[src/rtl/race_pkg.sv]
// Shared race definitions: game state codes, map size, checkpoint zones and
// the lap checkpoint FSM encoding.
package race_pkg;

  localparam int unsigned STATE_W = 3;
  localparam int unsigned POS_W   = 10;
  localparam int unsigned FSM_W   = 3;

  // Game state codes from the state encoder
  localparam logic [STATE_W-1:0] ST_IDLE      = 3'd0;
  localparam logic [STATE_W-1:0] ST_SETTING   = 3'd1;
  localparam logic [STATE_W-1:0] ST_COUNTDOWN = 3'd3;
  localparam logic [STATE_W-1:0] ST_RACING    = 3'd4;
  localparam logic [STATE_W-1:0] ST_PAUSE     = 3'd5;
  localparam logic [STATE_W-1:0] ST_FINISH    = 3'd6;

  localparam int unsigned MAP_W = 320;
  localparam int unsigned MAP_H = 240;

  typedef struct packed {
    logic [POS_W-1:0] x_lo;
    logic [POS_W-1:0] x_hi;
    logic [POS_W-1:0] y_lo;
    logic [POS_W-1:0] y_hi;
  } zone_t;

  // Inclusive checkpoint rectangles; CP0 is the start/finish line
  localparam zone_t CP0_ZONE = '{x_lo: 10'd140, x_hi: 10'd180, y_lo: 10'd200, y_hi: 10'd239};
  localparam zone_t CP1_ZONE = '{x_lo: 10'd280, x_hi: 10'd319, y_lo: 10'd100, y_hi: 10'd140};
  localparam zone_t CP2_ZONE = '{x_lo: 10'd140, x_hi: 10'd180, y_lo: 10'd0,   y_hi: 10'd39};
  localparam zone_t CP3_ZONE = '{x_lo: 10'd0,   x_hi: 10'd39,  y_lo: 10'd100, y_hi: 10'd140};

  localparam logic [FSM_W-1:0] FSM_WAIT_CP1  = 3'd0;
  localparam logic [FSM_W-1:0] FSM_WAIT_CP2  = 3'd1;
  localparam logic [FSM_W-1:0] FSM_WAIT_CP3  = 3'd2;
  localparam logic [FSM_W-1:0] FSM_WAIT_LINE = 3'd3;
  localparam logic [FSM_W-1:0] FSM_DONE      = 3'd4;

  function automatic logic in_zone(input logic [POS_W-1:0] x, input logic [POS_W-1:0] y,
                                   input zone_t z);
    return (x >= z.x_lo) && (x <= z.x_hi) && (y >= z.y_lo) && (y <= z.y_hi);
  endfunction

  // Checkpoint index reported while waiting in a given FSM state
  function automatic logic [1:0] cp_index(input logic [FSM_W-1:0] s);
    case (s)
      FSM_WAIT_CP1: return 2'd1;
      FSM_WAIT_CP2: return 2'd2;
      FSM_WAIT_CP3: return 2'd3;
      default:      return 2'd0;
    endcase
  endfunction

endpackage

[src/rtl/cs_tick_gen.sv]
// Centisecond prescaler: one-cycle tick every TICKS enabled cycles; holds its
// phase while disabled and restarts from zero on clear.
module cs_tick_gen #(
  parameter int unsigned TICKS = 1_000_000
) (
  input  logic clk,
  input  logic rst,
  input  logic enable,
  input  logic clear,
  output logic tick
);

  localparam int unsigned CNT_W = (TICKS > 1) ? $clog2(TICKS) : 1;

  logic [CNT_W-1:0] cnt;
  logic             wrap;

  assign wrap = (cnt == CNT_W'(TICKS - 1));
  assign tick = enable && !clear && wrap;

  always_ff @(posedge clk or posedge rst) begin
    if (rst) begin
      cnt <= '0;
    end else if (clear) begin
      cnt <= '0;
    end else if (enable) begin
      cnt <= wrap ? '0 : cnt + CNT_W'(1);
    end
  end

endmodule

[src/rtl/lap_tracker.sv]
// Lap/checkpoint tracker with lap, race and best-lap timers.
// Best-lap tracking is built only when LAP_TRACKER_BEST_LAP_EN is defined.
module lap_tracker
  import race_pkg::*;
#(
  parameter int unsigned NUM_LAPS     = 3,
  parameter int unsigned TICKS_PER_CS = 1_000_000
) (
  input  logic         clk,
  input  logic         rst,
  input  logic [2:0]   state,
  input  logic [9:0]   pos_x,
  input  logic [9:0]   pos_y,
  output logic [2:0]   lap,
  output logic [1:0]   next_cp,
  output logic [13:0]  lap_time_cs,
  output logic [15:0]  race_time_cs,
  output logic [13:0]  best_lap_cs,
  output logic         lap_done,
  output logic         race_done
);

  logic [FSM_W-1:0] cp_state, cp_state_n;
  logic [2:0]       lap_n;
  logic [1:0]       next_cp_n;
  logic [13:0]      lap_time_n;
  logic [15:0]      race_time_n;
  logic             lap_done_n;
  logic             race_done_n;
  logic             racing, clear_st, tick;

  assign racing   = (state == ST_RACING);
  assign clear_st = (state == ST_IDLE) || (state == ST_SETTING) || (state == ST_COUNTDOWN);

  cs_tick_gen #(.TICKS(TICKS_PER_CS)) u_tick (
    .clk    (clk),
    .rst    (rst),
    .enable (racing),
    .clear  (clear_st),
    .tick   (tick)
  );

  always_ff @(posedge clk or posedge rst) begin
    if (rst) begin
      cp_state     <= FSM_WAIT_CP1;
      lap          <= '0;
      next_cp      <= 2'd1;
      lap_time_cs  <= '0;
      race_time_cs <= '0;
      lap_done     <= 1'b0;
      race_done    <= 1'b0;
    end else begin
      cp_state     <= cp_state_n;
      lap          <= lap_n;
      next_cp      <= next_cp_n;
      lap_time_cs  <= lap_time_n;
      race_time_cs <= race_time_n;
      lap_done     <= lap_done_n;
      race_done    <= race_done_n;
    end
  end

  // Any state code that is neither racing nor a clearing state holds everything
  always_comb begin
    cp_state_n  = cp_state;
    lap_n       = lap;
    lap_time_n  = lap_time_cs;
    race_time_n = race_time_cs;
    lap_done_n  = 1'b0;
    race_done_n = race_done;

    if (clear_st) begin
      cp_state_n  = FSM_WAIT_CP1;
      lap_n       = '0;
      lap_time_n  = '0;
      race_time_n = '0;
      race_done_n = 1'b0;
    end else if (racing && (cp_state != FSM_DONE)) begin
      if (tick) begin
        lap_time_n  = (lap_time_cs == 14'h3FFF) ? lap_time_cs : lap_time_cs + 14'd1;
        race_time_n = (race_time_cs == 16'hFFFF) ? race_time_cs : race_time_cs + 16'd1;
      end
      case (cp_state)
        FSM_WAIT_CP1: if (in_zone(pos_x, pos_y, CP1_ZONE)) cp_state_n = FSM_WAIT_CP2;
        FSM_WAIT_CP2: if (in_zone(pos_x, pos_y, CP2_ZONE)) cp_state_n = FSM_WAIT_CP3;
        FSM_WAIT_CP3: if (in_zone(pos_x, pos_y, CP3_ZONE)) cp_state_n = FSM_WAIT_LINE;
        FSM_WAIT_LINE: begin
          if (in_zone(pos_x, pos_y, CP0_ZONE)) begin
            lap_n      = lap + 3'd1;
            lap_done_n = 1'b1;
            lap_time_n = '0;
            if (lap_n == 3'(NUM_LAPS)) begin
              cp_state_n  = FSM_DONE;
              race_done_n = 1'b1;
            end else begin
              cp_state_n  = FSM_WAIT_CP1;
            end
          end
        end
        default: ;
      endcase
    end

    next_cp_n = cp_index(cp_state_n);
  end

`ifdef LAP_TRACKER_BEST_LAP_EN
  // Compare against the lap time as it stood before the completion clears it
  always_ff @(posedge clk or posedge rst) begin
    if (rst) begin
      best_lap_cs <= 14'h3FFF;
    end else if (lap_done_n && (lap_time_cs < best_lap_cs)) begin
      best_lap_cs <= lap_time_cs;
    end
  end
`else
  assign best_lap_cs = 14'h3FFF;
`endif

endmodule
[config.mk]
export PLATFORM = sky130hd
export DESIGN_NAME = lap_tracker
export DESIGN_NICKNAME = d
export VERILOG_FILES = /design/src/rtl/race_pkg.sv /design/src/rtl/cs_tick_gen.sv /design/src/rtl/lap_tracker.sv
export SDC_FILE = /design/constraint.sdc
export NUM_CORES = 1
export LEC_CHECK = 0
export BUFFER_PORTS_ARGS = -buffer_cell sky130_fd_sc_hd__buf_2
export CORE_MARGIN = 4
export CORE_UTILIZATION = 60
export DETAILED_ROUTE_END_ITERATION = 7
export HOLD_SLACK_MARGIN = 0.15
export MAX_ROUTING_LAYER = met4
export PLACE_DENSITY = 0.85
export SYNTH_ARGS = -nofsm -noshare
export SYNTH_HDL_FRONTEND = slang
export SYNTH_SLANG_ARGS = --single-unit
export TNS_END_PERCENT = 30
[constraint.sdc]
create_clock -name clk -period 5 [get_ports clk]
set_input_delay 0.75 -clock clk [delete_from_list [all_inputs] [get_ports clk]]
set_output_delay 0.75 -clock clk [all_outputs]
set_load 0.005 [all_outputs]
== Word-level counts from Yosys, hierarchy flattened ==
Index checks and enable logic that the tools add are counted.
Word-level totals
  output and inout bits: 51
  bits in writable memories: 0
  memory bits (read-only): 0
  input port bits: 25
  memories: 0
  bits in latches: 0
  flip-flop bits (word level): 60
  word-level logic and storage cells: 102
Cells by class
  divide/modulo/power cells: 0
  $add $sub $neg: 4
  multiplexer cells: 35
  bitwise gates (word level): 0
  $mul: 0
  equality and inequality tests: 14
  order comparisons: 12
  reduce and logical (&&, ||, !) cells: 29
  shift-type cells: 0
Operators by type and width (number)
  $mux W14: 6
  $mux W16: 4
  $mux W20: 3
  $mux W3: 11
  $le A10 B8 Y1 const B: 3
  $add A20 B1 Y20 const B: 1
  $eq A20 B20 Y1 const B: 1
  $ge A10 B1 Y1 const B: 2
  $ge A10 B8 Y1 const B: 2
  $le A10 B6 Y1 const B: 2
  $add A16 B1 Y16 const B: 1
  $eq A16 B16 Y1 const B: 1
  $eq A3 B2 Y1 const B: 5
  $add A14 B1 Y14 const B: 1
  $eq A14 B14 Y1 const B: 1
  $logic_and A1 B1 Y1: 14
  $pmux W3 S4: 1
  $reduce_bool A2 Y1: 6
  $ge A10 B7 Y1 const B: 1
  $ge A10 B9 Y1 const B: 1
  $le A10 B9 Y1 const B: 1
  $eq A3 B1 Y1 const B: 3
  $logic_not A3 Y1: 3
  $mux W1: 9
  9 further kinds: 11

== Longest topological paths before layout ==
Gate-level depths: netlist of the first run.
  word-level depth: 11
  depth in mapped cells: 8
  mapped depth without buffers: 7

== Modules after synthesis ==
A second synthesis of the first run with hierarchy kept.
Unflattened totals
  cell total of the unflattened synthesis: 397
  area, all modules: 3567.2 um2
Modules (own cells, without submodules)
  lap_tracker: sequential area each 1002.2 um2, cells each 261, times used 1, area an instance 2401.1 um2
  cs_tick_gen: sequential area each 500.5 um2, cells each 136, times used 1, area an instance 1166.1 um2

== Worst setup path after synthesis of the first run ==
Ideal clock, no wire load.
  path type: input port to flip-flop
  start: input pos_x[9]
  end: register next_cp[1]
  setup time: 0.119 ns
  required time: 4.881 ns
  arrival: 2.627 ns
  slack: 2.254 ns
  stages on the path: 6
  buffers on the path: 0
  cells stage by stage: or4_4 > or4b_1 > o41a_1 > a211oi_2 > xnor2_1 > nor2_1
On the way
  longest elaborated chain between the ends: 10
  elaborated cells on any way between the ends: 28
  classes of those cells: order compare (6); eq/ne (2); mux (8); reduce/logical (12)
RTL lines
  start: declaration: line lap_tracker.sv:12  | input logic [9:0] pos_x,
  $ge A10 B8 Y1 (tied with other cells): line race_pkg.sv:41  | return (x >= z.x_lo) && (x <= z.x_hi) && (y >= z.y_lo) && (y <= z.y_hi);
  $logic_and A1 B1 Y1 (3 in series): line race_pkg.sv:41
  $mux W3 (on tied branches)
  $pmux W3 S4 (*): line lap_tracker.sv:83  | case (cp_state)
  $mux W3 (*): line lap_tracker.sv:78  | end else if (racing && (cp_state != FSM_DONE)) begin
  $mux W3 (*): line lap_tracker.sv:72  | if (clear_st) begin
  named net cp_state_n[1]: line lap_tracker.sv:23  | logic [FSM_W-1:0] cp_state, cp_state_n;
  $eq A3 B2 Y1 (tied with other cells): line race_pkg.sv:46  | case (s)
  $pmux W2 S3 (*): line race_pkg.sv:46
  named net next_cp_n[1]: line lap_tracker.sv:25  | logic [1:0] next_cp_n;
  end signal: assignment: line lap_tracker.sv:55  | next_cp <= next_cp_n;
  end: declaration: line lap_tracker.sv:15  | output logic [1:0] next_cp,
The timed path passes the listed nets; every way through them passes the cells marked *.
A chain may end at the register's enable or synchronous reset.

== Final worst setup path of the first run ==
  start: register u_tick.cnt[7]
  end: register lap_time_cs[11]
On the way
  longest elaborated chain between the ends: 7
RTL lines
  start: declaration: line cs_tick_gen.sv:15  | logic [CNT_W-1:0] cnt;
  start signal: assignment: line cs_tick_gen.sv:27  | cnt <= wrap ? '0 : cnt + CNT_W'(1);
  $eq A20 B20 Y1 (*): line cs_tick_gen.sv:18  | assign wrap = (cnt == CNT_W'(TICKS - 1));
  $logic_and A1 B1 Y1 (*): line cs_tick_gen.sv:19  | assign tick = enable && !clear && wrap;
  $mux W14 (*): line lap_tracker.sv:79  | if (tick) begin
  $mux W14: line lap_tracker.sv:88  | if (in_zone(pos_x, pos_y, CP0_ZONE)) begin
  $mux W14 (*): line lap_tracker.sv:83
  $mux W14 (*): line lap_tracker.sv:78
  $mux W14 (*): line lap_tracker.sv:72
  end signal: assignment: line lap_tracker.sv:56  | lap_time_cs <= lap_time_n;
  end: declaration: line lap_tracker.sv:16  | output logic [13:0] lap_time_cs,
Mark *: on every way between the ends. The rest lies on a longest branch, timed or not. The select of a mux whose other input is x is not followed.

==> results of run 1 <==
synthesized netlist by cell type (all sizes together), types with 9 or more instances:
| master | instances | share of area |
|---|---|---|
| dfrtp | 59 | 0.40 |
| nand2 | 42 | 0.044 |
| o21ai | 41 | 0.056 |
| nor2 | 39 | 0.040 |
| nand3 | 19 | 0.026 |
| a21oi | 15 | 0.020 |
| buf | 15 | 0.030 |
| and3 | 13 | 0.022 |
| nor3 | 13 | 0.018 |
| clkbuf | 10 | 0.010 |
| nand4 | 10 | 0.017 |
| and4 | 9 | 0.021 |
| inv | 9 | 0.0092 |
| nand2b | 9 | 0.015 |
area by class of cell:
type	instances	area share
Clock buffer	11	0.0358
Clock inverter	5	0.0198
Inverter	9	0.00799
Multi-Input combinational cell	338	0.481
Sequential cell	60	0.356
Tap cell	75	0.0222
Timing Repair Buffer	64	0.0776
power breakdown:
part | internal, mW | total (mW) | switching (mW)
Clock | 0.309 | 0.516 | 0.207
Combinational | 0.0228 | 0.0737 | 0.0509
Sequential | 0.489 | 0.492 | 0.00328
final timing paths:
| check | depth (start not counted) | from | end |
|---|---|---|---|
| setup / recovery | 6 | u_tick.cnt[7] | lap_time_cs[11] |
| hold / removal | 2 | race_done | race_done |
| setup reg to reg | 6 | u_tick.cnt[7] | lap_time_cs[11] |
| hold reg to reg | 2 | race_done | race_done |
| max in group asynchronous | 3 | rst | cp_state[1] |
| min in group asynchronous | 3 | rst | lap_time_cs[4] |
metrics by stage:
step | std cells | util | power [mW] | hold slack (ns)
final | 562 | 0.714 | 1.08 | 0.521
after CTS | 562 | 0.714 | 1.08 | 0.522
after detailed placement | 546 | 0.674 | 0.574 | 0.506
after global placement | 546 | 0.674 | 0.572 | 0.483
after floorplan | 432 | - | 0.554 | 0.462
after global routing | 562 | 0.714 | 1.12 | 0.553
cell families (layout without fill, tap and decap cells):
logic type,after synthesis,after routing,share of synthesized area
and+or+nand+nor,195,195,0.290
AOI/OAI and AO/OA,108,108,0.193
DFF,60,60,0.410
buffers and inverters,34,89,0.0495
xor gates and xnor gates,13,13,0.0310
adders and majority gates,5,5,0.0171
muxes,3,3,0.00819
other,1,14,0.00102
routing by layer:
metal,global-route usage,routed length [µm],vias to the layer above
met5,-,0,-
met4,0.103,144,0
met3,0.0371,531,14
met2,0.409,4320,119
met1,0.326,3930,1685
li1,-,-,1653
registers in the layout, summed over array words and instances, names as in the netlist:
name,count
u_tick.cnt,20
race_time_cs,16
lap_time_cs,14
cp_state,3
lap,3
next_cp,2
lap_done,1
race_done,1
critical path, cell delays in order (launching register included):
cell and delay, ns:
dfrtp_1 0.44, or4b_4 0.57, nor4_2 0.27, nand4_1 0.49
or4_4 0.72, or4_1 0.41, nand3_1 0.09
==> out/qor.yml, run 1 <==
status: "finished clean"
cts_setup_buffers: 0
drv_cap: 0
cts.sinks: 60
yosys_register_bits: 60
worstPathArrival_ns: 3.34
clk_pin_slew_ns: 0.07
vdd_drop_max_mv: 0.225
netlist_instances: 419
cts_resized: 0
cts_hold_buffers: 0
viasPerCell: 6.18
antenna_found_initial: 0
cts_buffers: 9
start_kind: "flop"
most-common-layout-cells: "buf_2 (61), dfrtp_1 (59), nand2_1 (41), o21ai_0 (40), nor2_1 (39)"
syn_avg_cell_area_um2: 8.76
place_congestion: 0.866
final_common_cell: "buf_2"
place_hpwl_um: 6330
routed_wl_um: 8920
area_growth_syn_to_layout_pct: 15.2
start_util: 0.620
die_h_um: 86.2
fin_area_um2: 4230
cts_root_buf: "clkbuf_8"
synth_cell_types: 60
drt_iter0_drc: 243
p_leak_nw: 1.91
required_ns: 5.29
slew_violations: 0
cts_tree: "yes"
clk_latency_ns: 0.35
setup_viol: 0
grt_pass1_vias: 3236
fin_crit_ns: 3.05
numPortBuffers: 61
async_flop_share: 1.00
worst_slew_pin_slew_ns: 1.14
synth_flop_cell: "dfrtp_1"
multi_input_area_um2: 2030
fin_crit_sh: 0.610
grt_start_max_net_pins: 61
overflow: 0
ys_seq_area_frac: 0.410
path_class: "reg2reg"
drc: 0
drt.antenna.violating_nets: 0
pre_cts_ws_ns: 1.87
finalHoldViolations: 0
ff_latch_area_um2: 1500
relSlewSlack: 0.240
num_vias: 3471
skew_ns: 0.0115
grt_pass1_wl_um: 14800
worst_slack_ns: 1.95
max_clock_freq_mhz: 328
ios: 76
wl_per_cell_um: 15.9
antenna_cells: 0
drive_gt1_frac: 0.193
drt_first_pass_iters: 5
setup_tns_ns: 0
track_usage: 0.255
endpoint_kind: "flop"
clockBufferDepth: 2
synth_area_um2: 3670
fillers: 458
ys_warn_count: 0
worst-r2r-setup-slack_ns: 1.95
synth-edff-count: 0
rows: 28
grt_setup_unrepaired: "no"
detailed_place.area_um2: 3990
die_area_um2: 7430
hp-class: "reg2reg"
core_area_um2: 5920
p_per_area_nw_per_um2: 256
h-tree-depth: 3
cp_max_fo: 13
dieWidth_um: 86.2
nNetsFinal: 512
Note: power is estimated with default switching activity, not from simulation.
==> run 2, diff against run 1 <==
--- a/config.mk
+++ b/config.mk
@@ -7,11 +7,11 @@
 export LEC_CHECK = 0
 export BUFFER_PORTS_ARGS = -buffer_cell sky130_fd_sc_hd__buf_2
 export CORE_MARGIN = 4
-export CORE_UTILIZATION = 60
+export CORE_UTILIZATION = 50
 export DETAILED_ROUTE_END_ITERATION = 7
 export HOLD_SLACK_MARGIN = 0.15
 export MAX_ROUTING_LAYER = met4
-export PLACE_DENSITY = 0.85
+export PLACE_DENSITY = 0.76
 export SYNTH_ARGS = -nofsm -noshare
 export SYNTH_HDL_FRONTEND = slang
 export SYNTH_SLANG_ARGS = --single-unit
==> constraint.sdc (replaced) <==
create_clock -name clk -period 2.7 [get_ports clk]
set_input_delay 0.405 -clock clk [delete_from_list [all_inputs] [get_ports clk]]
set_output_delay 0.405 -clock clk [all_outputs]
set_load 0.005 [all_outputs]
==> run 2 against run 1 <==
Net effect:
- routed wire length down 0.22%
- hold slack worse by 0.37 ns
- die area up 18%
- sequential share of layout area down 0.47 points
- cell area up 1.3%
- power up 64%
==> out/qor.yml, run 2 (synthesis gave the netlist of run 1 again) <==
status: "finished clean"
cts.sinks: 60  # unchanged
p_leak_nw: 1.95  # +1.9%
hp-class: "in2async"
fin_total_pwr_mw: 1.77  # +64%
antenna_found_initial: 0  # unchanged
skew_ns: 0.00802  # -0.00353 ns
overflow: 0  # unchanged
nNetsFinal: 523  # +2.1%
cts_setup_buffers: 0  # unchanged
crit_start: "u_tick.cnt[11]"
grt_start_max_net_pins: 33  # -46%
finalHoldViolations: 0  # unchanged
fin_crit_sh: 0.952  # +0.342
relSlewSlack: 0.207  # -0.0338
start_kind: "flop"
worstPathArrival_ns: 2.83  # -0.51 ns
place_congestion: 0.903  # +4.3%
h-tree-depth: 3  # unchanged
rows: 30  # +7.1%
timing.rr.start: "u_tick.cnt[11]"
drt_first_pass_iters: 4  # -1
drv_cap: 0  # unchanged
start_util: 0.528  # -0.0913
p_per_area_nw_per_um2: 413  # +61%
clock_power_share: 0.402  # -0.075
grt_pass1_wl_um: 15300  # +3.1%
numPortBuffers: 61  # unchanged
place_hpwl_um: 6600  # +4.2%
clk_pin_slew_ns: 0.07  # about the same
antenna_cells: 0  # unchanged
dieWidth_um: 93.7  # +8.7%
cts_tree: "yes"
num_vias: 3422  # -1.4%
drt_iter0_drc: 118  # -51%
ios: 76  # unchanged
path_class: "reg2reg"
worst-r2r-setup-slack_ns: 0.13  # -1.82 ns
fin_crit_ns: 2.57  # -0.481 ns
p_sw_frac: 0.248  # +0.00637
crit_end: "race_time_cs[14]"
grt_pass1_vias: 3320  # +2.6%
wl_per_cell_um: 15.0  # -5.4%
worst_slew_pin_slew_ns: 1.19  # +0.0504 ns
regMostFlops: "u_tick.cnt"
path_cells: "or4b_4, nor4_2, nand4_1, buf_4, a21o_1, or4_1, a21oi_1"
cts_buffers: 9  # unchanged
power_frac_seq: 0.515  # +0.060
vdd_drop_max_mv: 0.306  # +36%
cp_max_fo: 8  # -5
r2r-end: "race_time_cs[14]"
cts_hold_buffers: 0  # unchanged
final_common_cell: "buf_2"
r2r_cells: 7  # +1
largest_reg_flops: 20  # unchanged
max_clock_freq_mhz: 389  # +19%
grt_setup_unrepaired: "yes"
p_comb_frac: 0.083  # +0.015
viasPerCell: 5.77  # -6.6%
clockBufferDepth: 2  # unchanged
cpPeakStageDelay_ns: 0.53  # -0.19 ns
cp_slowest_cell: "or4b_4"
holdWs_ns: 0.151  # -0.369 ns
routed_wl_um: 8900  # -0.22%
track_usage: 0.221  # -0.0338
netSwitchingPower_uw: 439  # +68%
area_growth_syn_to_layout_pct: 16.7
required_ns: 2.96  # -2.33 ns
setup_viol: 0  # unchanged
drt.antenna.violating_nets: 0  # unchanged
setup_tns_ns: 0  # unchanged
endpoint_kind: "flop"
drc: 0  # unchanged
die_h_um: 93.7  # +8.7%
most-common-layout-cells: "buf_2 (61), dfrtp_1 (59), nand2_1 (41), o21ai_0 (40), nor2_1 (39)"
cts_root_buf: "clkbuf_8"
die_area_um2: 8770  # +18%
p_int_mw: 1.33  # +62%
dp_cells: 578  # +5.9%
drive_gt1_frac: 0.205  # +0.0122
core_area_um2: 6940  # +17%
reg_top3: "u_tick.cnt x20, race_time_cs x16, lap_time_cs x14"
clk_latency_ns: 0.34  # about the same
slew_violations: 0  # unchanged
instances_no_fill: 593  # +5.5%
[run 2: power groups by stage]
stage | Clock, mW | Combinational (mW) | Sequential, mW
2_1_floorplan | 0 | 0.0986 | 0.927
4_1_cts | 0.736 | 0.147 | 0.912
3_5_place_dp | 0 | 0.146 | 0.928
5_1_grt | 0.774 | 0.166 | 0.912
3_3_place_gp | 0 | 0.142 | 0.928
6_report | 0.711 | 0.146 | 0.912
[run 2: worst max-delay path, delay by kind of cell, from the launching register on]
family | cells | cell delay (ns)
compound gates | 2 | 0.40
simple gates | 4 | 1.46
buf+inv | 1 | 0.22
flops | 1 | 0.41
[run 2: repair_timing]
| item | in CTS | in global routing |
|---|---|---|
| endpoints found under the hold margin | 0 | 0 |
| gates resized for setup | 0 | 1 |
| setup endpoints to repair | 0 | 3 |
[run 2: final cells by class]
cell class | instances | area (µm²)
Clock buffer | 13 | 159
Clock inverter | 2 | 10.0
Fill cell | 626 | 2660
Inverter | 9 | 33.8
Multi-Input combinational cell | 338 | 2030
Sequential cell | 60 | 1500
Tap cell | 96 | 120
Timing Repair Buffer | 75 | 423
[run 2: worst min-delay path by stage]
stage | end | depth (start not counted) | startpoint
final | lap_time_cs[2] | 2 | rst
after global routing | lap_time_cs[2] | 2 | rst
after CTS | lap_time_cs[2] | 2 | rst
after floorplan | u_tick.cnt[12] | 1 | u_tick.cnt[12]
after global placement | race_done | 2 | race_done
after detailed placement | u_tick.cnt[12] | 1 | u_tick.cnt[12]
[run 2: metal layers]
layer / track usage / wire length, µm / share of wire
met2: 0.350 / 4270 / 0.48
met1: 0.287 / 4070 / 0.46
met3: 0.0441 / 432 / 0.049
met4: 0.0698 / 131 / 0.015
met5: - / 0 / 0
[run 2: through the flow]
| step | setup WS, ns | instance area (µm²) | utilization |
|---|---|---|---|
| 5_1_grt | -0.00604 | 4280 | 0.617 |
| 4_1_cts | 0.120 | 4280 | 0.617 |
| 3_3_place_gp | 0.150 | 4110 | 0.592 |
| 6_report | 0.130 | 4280 | 0.617 |
| 2_1_floorplan | 0.264 | 3720 | - |
| 3_5_place_dp | 0.116 | 4110 | 0.592 |
==> run 3, diff against run 2 <==
--- a/config.mk
+++ b/config.mk
@@ -6,7 +6,6 @@
 export NUM_CORES = 1
 export LEC_CHECK = 0
 export BUFFER_PORTS_ARGS = -buffer_cell sky130_fd_sc_hd__buf_2
-export CORE_MARGIN = 4
 export CORE_UTILIZATION = 50
 export DETAILED_ROUTE_END_ITERATION = 7
 export HOLD_SLACK_MARGIN = 0.15
==> run 3 against run 2 <==
Net effect:
- non-clock buffer count grew 3
- sequential cell count is the same
- hold slack gained 0.32 ns
- critical path depth shrank 1
- first-iteration DRC count grew to 2.7 times the previous value
- combinational power is essentially flat
- die area shrank 12%
- sequential power is essentially flat
- register-to-register slack lost 0.02 ns
- worst setup slack lost 0.025 ns
- power grew 7.0%
- highest routed layer unchanged
- critical endpoint is now lap_time_cs[11]
- via count grew 0.99%
==> out/qor.yml, run 3 (synthesis gave the netlist of run 1 again) <==
die_h_um: 87.7  # -6.4%
start_kind: "flop"
worst-r2r-setup-slack_ns: 0.11  # -0.02 ns
antenna_cells: 0  # unchanged
finalHoldViolations: 0  # unchanged
regMostFlops: "u_tick.cnt"
fin_crit_sh: 0.961  # +0.00911
setup_tns_ns: 0  # unchanged
antenna_found_initial: 0  # unchanged
cp_max_fo: 5  # -3
min_from: "pos_x[8]"
dieWidth_um: 87.7  # -6.4%
clk_pin_slew_ns: 0.07  # about the same
final_common_cell: "buf_2"
overflow: 0  # unchanged
largest_reg_flops: 20  # unchanged
place_hpwl_um: 6330  # -4.0%
fin_crit_ns: 2.59  # +0.0246 ns
timing.rr.start: "u_tick.cnt[11]"
rows: 30  # unchanged
p_per_area_nw_per_um2: 437  # +5.7%
r2r-end: "lap_time_cs[11]"
viasPerCell: 5.79  # +0.32%
die_area_um2: 7680  # -12%
reg_top3: "u_tick.cnt x20, race_time_cs x16, lap_time_cs x14"
track_usage: 0.248  # +0.0266
cts.sinks: 60  # unchanged
area_growth_syn_to_layout_pct: 18.2
r2r_cells: 6  # -1
vdd_drop_max_mv: 0.233  # -24%
routed_wl_um: 8860  # -0.53%
min_path_cells: 4
status: "finished clean"
skew_ns: 0.0121  # +0.00406 ns
most-common-layout-cells: "buf_2 (61), dfrtp_1 (59), nand2_1 (41), o21ai_0 (40), nor2_1 (39)"
numPortBuffers: 61  # unchanged
slew_violations: 0  # unchanged
max_clock_freq_mhz: 385  # -0.95%
place_congestion: 0.872  # -3.4%
utilization: 0.625  # +0.00775
pre_cts_ws_ns: 0.113  # -0.00257 ns
drt.antenna.violating_nets: 0  # unchanged
grt_pass1_vias: 3166  # -4.6%
h-tree-depth: 3  # unchanged
num_vias: 3456  # +0.99%
nNetsFinal: 526  # +0.57%
drt_first_pass_iters: 5  # +1
min_to: "lap_done"
cts_tree: "yes"
clockBufferDepth: 2  # unchanged
p_leak_nw: 1.97  # +1.2%
required_ns: 2.98  # +0.02 ns
setup_viol: 0  # unchanged
worst_slew_pin_slew_ns: 1.25  # +0.0662 ns
hp-class: "in2reg"
wl_per_cell_um: 14.8  # -1.2%
worst_slack_ns: 0.106  # -0.0246 ns
grt_setup_unrepaired: "no"
core_area_um2: 6940  # unchanged
relSlewSlack: 0.162  # -0.0443
drive_gt1_frac: 0.214  # +0.00834
cts_root_buf: "clkbuf_8"
fillers: 613  # -2.1%
grt_start_max_net_pins: 26  # -21%
drt_iter0_drc: 321  # +170%
endpoint_kind: "flop"
cts_buffers: 9  # unchanged
clk_latency_ns: 0.34  # about the same
grt_pass1_wl_um: 14500  # -5.0%
ios: 76  # unchanged
path_class: "reg2reg"
worstPathArrival_ns: 2.87  # +0.04 ns
drc: 0  # unchanged
drv_cap: 0  # unchanged
start_util: 0.528  # unchanged
-- run 3: changes by cell type in the layout (fill, tap and decap cells not counted) --
cell / previous run / this run
bufinv_16: 0 / 1
buf_4: 13 / 15
buf_12: 1 / 0
a21oi_1: 15 / 14
buf_6: 0 / 1
dlygate4sd3_1: 0 / 1
clkbuf_1: 2 / 1
a21oi_2: 0 / 1
clkinvlp_4: 0 / 1
-- run 3: power breakdown --
group	internal (mW)	switching, mW	leakage (nW)
Sequential	0.906	0.00545	0.833
Clock	0.474	0.361	0.102
Combinational	0.0494	0.0985	1.04
-- run 3: worst max path at each step --
stage	start	end	slack (ns)	cells after the start
2_1_floorplan	u_tick.cnt[7]	race_time_cs[12]	0.26	6
3_3_place_gp	pos_x[9]	next_cp[1]	0.15	7
3_5_place_dp	pos_x[9]	next_cp[1]	0.11	7
4_1_cts	u_tick.cnt[11]	lap_time_cs[11]	0.12	6
5_1_grt	u_tick.cnt[11]	race_time_cs[14]	0.004	7
6_report	u_tick.cnt[11]	lap_time_cs[11]	0.11	6
-- run 3: stage by stage --
stage / hold WS, ns / power [mW] / instances / area (µm²)
2_1_floorplan: 0.462 / 1.03 / 432 / 3720
6_report: 0.469 / 1.89 / 597 / 4340
4_1_cts: 0.458 / 1.90 / 596 / 4320
3_5_place_dp: 0.385 / 1.07 / 579 / 4110
3_3_place_gp: 0.386 / 1.07 / 579 / 4110
5_1_grt: 0.516 / 1.96 / 597 / 4340
-- run 3: timing repair --
action / CTS / global route
setup endpoints to repair: 0 / 3
buffers inserted: 0 / 1
endpoints found under the hold margin: 14 / 0
hold buffers: 1 / 0
resized for setup: 0 / 3
-- run 3: routing by layer --
metal  GRT usage  vias up  routed length [µm]
met5           -        -                   0
met1       0.318     1630                3960
li1            -     1670                   -
met3      0.0500       16                 499
met2       0.395      140                4250
met4      0.0760        0                 145
-- run 3: worst max-delay path, cell delays in order (launching register included) --
cell and delay [ns]:
dfrtp_1 0.41, or4b_4 0.54, nor4_2 0.24, nand4_1 0.23, or4_4 0.61, or4_1 0.41
nand3_1 0.09
-- run 3: area by class of cell --
class,instances,area [µm²],share of cell area
multi-input combinational,338,2040,0.470
clock inverter,4,47.5,0.0110
tap,96,120,0.0277
sequential,60,1500,0.347
clock buffer,12,155,0.0358
inverter,9,33.8,0.00779
timing repair buffer,78,439,0.101
